===== src/rtl/dmem_stream_reader.sv =====
// Sequential read engine for data-memory port B: walks a word range and streams it out with backpressure.
// Optional running checksum on `sum` is built only when DMEM_RD_SUM_EN is defined.
module dmem_stream_reader #(
  parameter int DEPTH      = 70000,
  parameter int AW         = 17,
  parameter int FIFO_DEPTH = 4
) (
  input  logic          clk,
  input  logic          rst_n,
  input  logic          start,
  input  logic [AW-1:0] base,
  input  logic [AW-1:0] len,
  input  logic          abort,
  output logic          busy,
  output logic          done,
  output logic [AW-1:0] mem_addr,
  input  logic [31:0]   mem_rdata,
  output logic [31:0]   out_data,
  output logic          out_valid,
  input  logic          out_ready,
  output logic [31:0]   sum
);

  localparam int PW = $clog2(FIFO_DEPTH);
  localparam int CW = PW + 1;

  typedef enum logic [1:0] {IDLE, RUN, DRAIN} state_t;

  state_t        state_q, state_d;
  logic [AW-1:0] mem_addr_q, mem_addr_d;
  logic [AW-1:0] remaining_q, remaining_d;
  logic          iss_q, iss_d;
  logic          rd_q, rd_d;
  logic          done_q, done_d;
  logic [PW-1:0] rd_ptr_q, rd_ptr_d;
  logic [PW-1:0] wr_ptr_q, wr_ptr_d;
  logic [CW-1:0] count_q, count_d;
  logic [31:0]   fifo_mem [FIFO_DEPTH];

  logic          accept;
  logic          flush;
  logic          issue;
  logic          push;
  logic          pop;
  logic [AW-1:0] base_eff;
  logic [CW:0]   pending;

  function automatic logic [AW-1:0] addr_inc(input logic [AW-1:0] a);
    return (a == AW'(DEPTH - 1)) ? '0 : a + 1'b1;
  endfunction

  assign base_eff = (32'(base) >= 32'(DEPTH)) ? '0 : base;

  // Credit covers the FIFO plus both pipeline stages (address register, RAM output).
  assign pending = (CW+1)'(count_q) + (CW+1)'(iss_q) + (CW+1)'(rd_q);

  assign accept = (state_q == IDLE) && start && !abort;
  assign flush  = (state_q != IDLE) && abort;
  assign issue  = (state_q == RUN) && (remaining_q != '0) && !abort &&
                  (pending < (CW+1)'(FIFO_DEPTH));
  assign push   = rd_q && !flush;
  assign pop    = (count_q != '0) && out_ready;

  always_comb begin
    state_d     = state_q;
    mem_addr_d  = mem_addr_q;
    remaining_d = remaining_q;
    iss_d       = 1'b0;
    rd_d        = 1'b0;
    done_d      = 1'b0;
    rd_ptr_d    = rd_ptr_q;
    wr_ptr_d    = wr_ptr_q;
    count_d     = count_q;

    if (flush) begin
      state_d     = IDLE;
      remaining_d = '0;
      rd_ptr_d    = '0;
      wr_ptr_d    = '0;
      count_d     = '0;
    end else begin
      iss_d = issue;
      rd_d  = iss_q;
      if (push) wr_ptr_d = wr_ptr_q + 1'b1;
      if (pop)  rd_ptr_d = rd_ptr_q + 1'b1;
      count_d = count_q + CW'(push) - CW'(pop);

      case (state_q)
        IDLE: begin
          if (accept) begin
            if (len == '0) begin
              done_d = 1'b1;
            end else begin
              // Acceptance itself issues the first read so word[base] lands two edges later.
              state_d     = RUN;
              mem_addr_d  = base_eff;
              remaining_d = len - 1'b1;
              iss_d       = 1'b1;
            end
          end
        end
        RUN: begin
          if (issue) begin
            mem_addr_d  = addr_inc(mem_addr_q);
            remaining_d = remaining_q - 1'b1;
          end
          if (remaining_d == '0) state_d = DRAIN;
        end
        DRAIN: begin
          if (!iss_q && !rd_q && (count_d == '0)) begin
            state_d = IDLE;
            done_d  = 1'b1;
          end
        end
        default: state_d = IDLE;
      endcase
    end
  end

  always_ff @(posedge clk or negedge rst_n) begin
    if (!rst_n) begin
      state_q     <= IDLE;
      mem_addr_q  <= '0;
      remaining_q <= '0;
      iss_q       <= 1'b0;
      rd_q        <= 1'b0;
      done_q      <= 1'b0;
      rd_ptr_q    <= '0;
      wr_ptr_q    <= '0;
      count_q     <= '0;
    end else begin
      state_q     <= state_d;
      mem_addr_q  <= mem_addr_d;
      remaining_q <= remaining_d;
      iss_q       <= iss_d;
      rd_q        <= rd_d;
      done_q      <= done_d;
      rd_ptr_q    <= rd_ptr_d;
      wr_ptr_q    <= wr_ptr_d;
      count_q     <= count_d;
    end
  end

  always_ff @(posedge clk) begin
    if (push) fifo_mem[wr_ptr_q] <= mem_rdata;
  end

  assign busy      = (state_q != IDLE);
  assign done      = done_q;
  assign mem_addr  = mem_addr_q;
  assign out_valid = (count_q != '0);
  assign out_data  = fifo_mem[rd_ptr_q];

`ifdef DMEM_RD_SUM_EN
  logic [31:0] sum_q, sum_d;

  always_comb begin
    sum_d = sum_q;
    if (accept)   sum_d = '0;
    else if (pop) sum_d = sum_q + out_data;
  end

  always_ff @(posedge clk or negedge rst_n) begin
    if (!rst_n) sum_q <= '0;
    else        sum_q <= sum_d;
  end

  assign sum = sum_q;
`else
  assign sum = '0;
`endif

endmodule

===== config.mk =====
export PLATFORM = sky130hd
export DESIGN_NAME = dmem_stream_reader
export DESIGN_NICKNAME = d
export VERILOG_FILES = /design/src/rtl/dmem_stream_reader.sv
export SDC_FILE = /design/constraint.sdc
export NUM_CORES = 1
export LEC_CHECK = 0
export BUFFER_PORTS_ARGS = -buffer_cell sky130_fd_sc_hd__buf_4
export CAP_MARGIN = 20
export CORE_MARGIN = 3
export CORE_UTILIZATION = 55
export CTS_BUF_LIST = sky130_fd_sc_hd__clkbuf_8
export DETAILED_ROUTE_END_ITERATION = 12
export PLACE_DENSITY = 0.79
export SYNTH_ARGS = -nofsm -noshare
export SYNTH_HDL_FRONTEND = slang
export SYNTH_SLANG_ARGS = --single-unit

===== constraint.sdc =====
create_clock -name clk -period 7.7 [get_ports clk]
set_input_delay 0.385 -clock clk [delete_from_list [all_inputs] [get_ports clk]]
set_output_delay 0.385 -clock clk [all_outputs]
set_load 0.01 [all_outputs]

== Word level (Yosys, flattened, before mapping) ==
Memories as Yosys holds them, arrays and structs flattened.
Index checks and enable logic that the tools add are counted.

* Register bits: 46
* Memory bits (writable): 128
* Input bits: 71
* Output and inout bits: 84
* Word-level logic and storage cells: 96
* Memories kept: 1

* Add/sub/neg operators: 9
* $lt $le $gt $ge: 2
* Eq/ne operators: 10
* Mux-type cells: 36
* Bitwise logic cells: 1
* Reduce and logical (&&, ||, !) cells: 28

{| class="wikitable"
|+ Memories
! memory !! words !! bits a word !! rd ports !! clocked after memory_dff !! write ports !! RTL line !! RTL
|-
| fifo_mem || 4 || 32 || 1 || 0 || 1 || 38 || <nowiki>logic [31:0] fifo_mem [FIFO_DEPTH];</nowiki>
|}

{| class="wikitable"
|+ Operators with widths
! operator !! count
|-
| 17-bit 2-to-1 mux || 11
|-
| 17-bit one-hot mux with 2 select lines || 2
|-
| 17-bit logical NOT || 2
|-
| 17-bit by 1-bit subtractor with 17-bit output, second input constant || 2
|-
| 2-bit 2-to-1 mux || 9
|-
| 17-bit by 1-bit adder with 17-bit output, second input constant || 1
|-
| 17-bit == test, second input constant || 1
|-
| 17-bit greater-or-equal comparator, second input constant || 1
|-
| 17-bit nonzero test || 1
|-
| 1-bit 2-to-1 mux || 11
|-
| 1-bit logical AND || 10
|-
| 3-bit inequality test, second input constant || 3
|-
| 2-bit nonzero test || 4
|-
| 2-bit inequality test, second input constant || 3
|-
| 2-bit one-hot mux with 3 select lines || 1
|-
| 3-bit nonzero test || 2
|-
| 5-bit AND reduction || 1
|-
| 2-bit by 1-bit adder with 2-bit output, second input constant || 2
|-
| 3-bit by 1-bit adder with 4-bit output || 1
|-
| 4-bit by 1-bit adder with 4-bit output || 1
|-
| 1-bit logical NOT || 4
|-
| 4-bit by 3-bit less-than comparator with 1-bit output, second input constant || 1
|-
| 4-bit AND reduction || 1
|-
| 3-bit by 1-bit adder with 3-bit output || 1
|-
| 10 further kinds || 10
|}

== Longest topological paths before layout ==
* Depth in word-level cells: 11
* Depth in mapped cells: 13
* Gate-level depth less buffers: 13

== Worst setup path before layout ==
OpenSTA, ideal clock, no wires.

* Path kind: reg-to-reg
* From: register state_q[1]
* To: register state_q[1]
* Setup time: 0.064 ns
* Arrival: 2.659 ns
* Data required time: 7.636 ns
* Slack: 4.977 ns
* Cell stages (with the launch flop): 14
* Buffers on the path: 0
* Clock period less this slack: 2.723 ns
* Cell sequence: dfrtp_1 > nor2_1 > inv_1 > nand2_1 > nand2_1 > ha_1 > inv_1 > ha_1 > inv_1 > fa_1 > xnor2_1 > and4b_1 > nor4b_1 > a21o_1

* Word-level cells in the longest chain between the ends: 10
* Elaborated cells on any way between the ends: 27
* Those cells by class: 2 x add/sub; 6 x eq/ne; 5 x mux; 14 x reduce/logical

{| class="wikitable"
|+ Ends and longest elaborated chain
! element !! RTL line !! RTL
|-
| from (decl) || 29 || <nowiki>state_t state_q, state_d;</nowiki>
|-
| from (signal assigned) || 132 || <nowiki>state_q <= state_d;</nowiki>
|-
| 2-bit nonzero test * || - ||
|-
| via busy || 14 || <nowiki>output logic busy,</nowiki>
|-
| 1-bit logical AND * || 58 || <nowiki>assign flush = (state_q != IDLE) && abort;</nowiki>
|-
| 1-bit logical NOT || 61 || <nowiki>assign push = rd_q && !flush;</nowiki>
|-
| 1-bit logical AND || 61 ||
|-
| 3-bit by 1-bit adder with 3-bit output || 86 || <nowiki>count_d = count_q + CW'(push) - CW'(pop);</nowiki>
|-
| 3-bit by 1-bit subtractor with 3-bit output || 86 ||
|-
| 3-bit logical NOT || 110 || <nowiki>if (!iss_q && !rd_q && (count_d == '0)) begin</nowiki>
|-
| 1-bit logical AND || 110 ||
|-
| 3-bit inequality test (no line) || - ||
|-
| 4-bit AND reduction (no line) || - ||
|}

The timed path passes the listed nets; every way through them passes the cells marked *. The select of a mux whose other input is x is not followed.
A chain may end at the register's enable or synchronous reset.

== Final worst setup path ==
* From: register state_q[1]
* To: register state_q[1]

* Word-level cells in the longest chain between the ends: 10
* Elaborated cells on any way between the ends: 27
* Those cells by class: 2 x add/sub; 6 x eq/ne; 5 x mux; 14 x reduce/logical

{| class="wikitable"
|+ Ends and longest elaborated chain
! element !! RTL line
|-
| 2-bit nonzero test / 2-bit by 1-bit == test with 1-bit output (equally long branches) || 58, 59, 88
|-
| 1-bit logical AND, on equally long branches || 58, 59
|-
| 1-bit logical NOT / 1-bit logical AND (equally long branches) || 61, 59
|-
| 1-bit logical AND, on equally long branches || 61, 59
|-
| 3-bit by 1-bit adder with 3-bit output / 17-bit 2-to-1 mux (equally long branches) || 86, 103
|-
| 3-bit by 1-bit subtractor with 3-bit output / 17-bit 2-to-1 mux (equally long branches) || 86, 88
|-
| 3-bit logical NOT / 17-bit 2-to-1 mux (equally long branches) || 110, 75
|-
| 1-bit logical AND / 17-bit logical NOT (equally long branches) || 110, 107
|-
| 3-bit inequality test (no line) / 3-bit by 2-bit inequality test with 1-bit output (equally long branches) || -
|-
| 4-bit AND reduction (no line) || -
|}

Parallel ways exist; a longest one is shown, timed or not. The select of a mux whose other input is x is not followed.

==> impl_results.md <==
* Status: finished clean
* Commonest cells post-synth: 128 x edfxtp_1, 46 x dfrtp_1, 38 x o21ai_0
* Routed WL per cell at about 19 um
* Die Span X at approximately 130 um
* DP Area at between 9000 and 10,000 um^2
* Cell Rows at between 40 and 50
* Pleak at roughly 0.0036 uW
* Final Cell Area at 9620 um^2
* Largest area contributor in the netlist: edfxtp_1
* Cell mode on critical path: inv_1
* Drt first pass iters at 5
* Placed cells at 900
* Leading post-synthesis cells by cell area: edfxtp_1 46%, dfrtp_1 14%, mux4_2 8.7%
* Routed vias at around 5,600
* Sink Count at between 150 and 200
* Fraction of layout cells with a size suffix above 1 at between 20 and 30%
* Ys flop type: edfxtp_1
* Filler cells at ~1,100
* Crit path max-delay family: simple AND/OR/NAND/NOR gates
* Final Max Tran Viols at 0
* Hold WC Path Type: input pin to flip-flop
* Crit path max-delay cell type: dfrtp_1
* CTS tree: built
* Fraction of registers with async set/reset at between 20% and 30%
* Clk root buf: clkbuf_8
* Max incr delay on CP at 0.47 ns
* Unrepaired setup endpoints after global routing: no
* Global route overflow at 0
* Sequential element share of the synthesized area at 60.0%
* Largest net degree at the start of global routing at between 40 and 50
* Max Fanout on Critical Path at 8
* 1st-iter DRT viols at approximately 410
* Area grow syn2layout at 15.6%
* Layout Nets at a little over 800
* Period utilization at roughly two fifths
* Total power at approximately 2900 uW
* Min cycle time layout at around 3.1 ns
* Post-synth EDFFs at 128
* Seq cells post-synth at 174
* Gr usage total at a little over a fifth
* Mapped Cells at ~600
* Core region area at approximately 15,000 um^2
* Crit path capture type: flip-flop
* Global-route wire length before repair at around 28,000 um
* Yosys warning total at 0
* Post-synth top area share at 46.2%
* Max-slew headroom at ~43%
* CTS max path bufs at 2
* Drc violations at 0
* Power per standard cell area at between 300 and 400 nW/um^2
* H-tree Lvls at 4
* Critical Path RT at approximately 8.1 ns
* DP Worst Slack at about 4.7 ns
* Syn Area/Cell at between 10 and 15 um^2
* Routability cong. at between 0.9 and 1
* Mapped Area at 8330 um^2
* Register area at about 5000 um^2
* Final Hold Viols at 0
* Peak supply drop at 155 uV
* Clock slew at reported path FFs at 0.09 ns
* Critical path buffers and inverters at 3
* Skew final at between 0.01 and 0.015 ns
* Crit path kind: flip-flop to flip-flop
* Worst-Skew Late Latency at 0.45 ns
* PnR worst setup slack at between 4 and 5 ns
* Vias in the first global route at 5,567
* Total wire length at 17,800 um
* Max cap viols at 0
* Cts bufs inserted at 17
* Startpoint type of the worst setup path: flip-flop
* Final Setup Violations at 0
* Achievable Freq at ~320 MHz
* Dpl hpwl at 12,300 um
* I/O pins at roughly 160
* Starting density of the core at 56.9%
* Slew at the pin closest to its max-slew limit at about 0.85 ns
* Count leader, synth: edfxtp_1
* WP data arrival at 3.48 ns
* Die Area at roughly 17,000 um^2
* Antenna Diode Count at 0
* Initial antenna violation count at 0
* CP Cell Sequence: nor2_1, inv_1, nand2_1, nand2_1, ha_1, inv_1, ha_1, inv_1, fa_1, xnor2_1, and4b_1, nor4b_1, a21o_1
* Setup TNS at 0 ns
* Fin cells at 934
* Area of the multi-input gates at roughly 3000 um^2
* Final ANT Viol Nets at 0
* Vias per inst at 6.00
* Synth unique cells at between 60 and 70
* Port buffer count at about 120
* Die Y at roughly 130 um
-- layout by cell type, fill, tap and decap left out, drive strengths merged, types with 5 or more instances in the layout --
| cell type | count |
|---|---|
| o22ai | 8 |
| mux4 | 32 |
| ha | 12 |
| edfxtp | 128 |
| conb | 32 |
| nor2b | 6 |
| clkbuf | 17 |
| nor4 | 16 |
| clkinv | 7 |
| nor2 | 37 |
| nor3 | 25 |
| o21ai | 51 |
| xnor2 | 13 |
| nand2 | 28 |
| xor2 | 8 |
| or4 | 5 |
| and3 | 13 |
| buf | 127 |
| inv | 19 |
| a31oi | 9 |
| nor4b | 5 |
| dfrtp | 46 |
| a22o | 7 |
| a21oi | 27 |
| nand3 | 7 |
| nor3b | 6 |
-- layer usage --
metal  wire length, um  global-route usage, %  part of all wire (%)  vias up
met5                 0                      0                     0        -
met4               308                   6.92                   1.7        0
met3              1330                   4.86                   7.5       26
met2              8960                   36.0                    50      260
met1              7180                   28.8                    40     2762
li1                  -                      -                     -     2560
-- metrics by stage --
stage / utilization (%) / hold slack (ns)
2_1_floorplan: - / 0.0894
3_3_place_gp: 63.2 / 0.431
3_5_place_dp: 63.2 / 0.441
4_1_cts: 65.6 / 0.0997
5_1_grt: 65.7 / 0.0994
6_report: 65.7 / 0.127
-- flip-flops by register name, indices dropped and copies added, names as in the netlist --
name / flops
done: 1
fifo_mem: 128
wr_ptr_q: 2
iss_q: 1
mem_addr: 17
rd_ptr_q: 2
rd_q: 1
state_q: 2
remaining_q: 17
count_q: 3
-- area by class of cell --
cell class / count / area share [%]
Sequential cell: 174 / 51.9
Multi-Input combinational cell: 401 / 31.5
Timing Repair Buffer: 128 / 10.1
Clock buffer: 17 / 2.43
Tap cell: 184 / 2.39
Clock inverter: 14 / 1.07
Inverter: 16 / 0.624
-- final timing paths --
kind	start	end	slack [ns]	cells after the start
worst max-delay path	state_q[1]	state_q[1]	4.62	13
worst min-delay path	mem_rdata[17]	fifo_mem[3][17]	0.13	1
worst max register to register	state_q[1]	state_q[1]	4.62	13
worst min register to register	state_q[0]	done	0.52	1
max in group asynchronous	rst_n	rd_ptr_q[0]	6.77	2
min in group asynchronous	rst_n	mem_addr[6]	0.47	2
-- logic make-up (layout without fill, tap and decap cells) --
logic type      count (synthesis)  after routing  synth area share, %
buf+inv                        74            175                 5.17
other cells                     1             32               0.0450
fa+ha+maj                      13             13                 2.04
flops                         174            174                 60.0
xor+xnor                       21             21                 2.21
mux                            36             36                 9.14
simple gates                  169            169                 11.5
compound gates                130            130                 9.92
-- timing repair --
action | in CTS | in global routing
resized for setup | 0 | 0
setup buffers | 0 | 0
hold buffers | 1 | 0
endpoints found under the hold margin | 46 | 0
-- report_power, final --
part / switching [uW] / internal, uW
Clock: 308 / 247
Sequential: 168 / 1160
Combinational: 527 / 505
Total: 1000 / 1910
(Power assumes the default switching activity.)
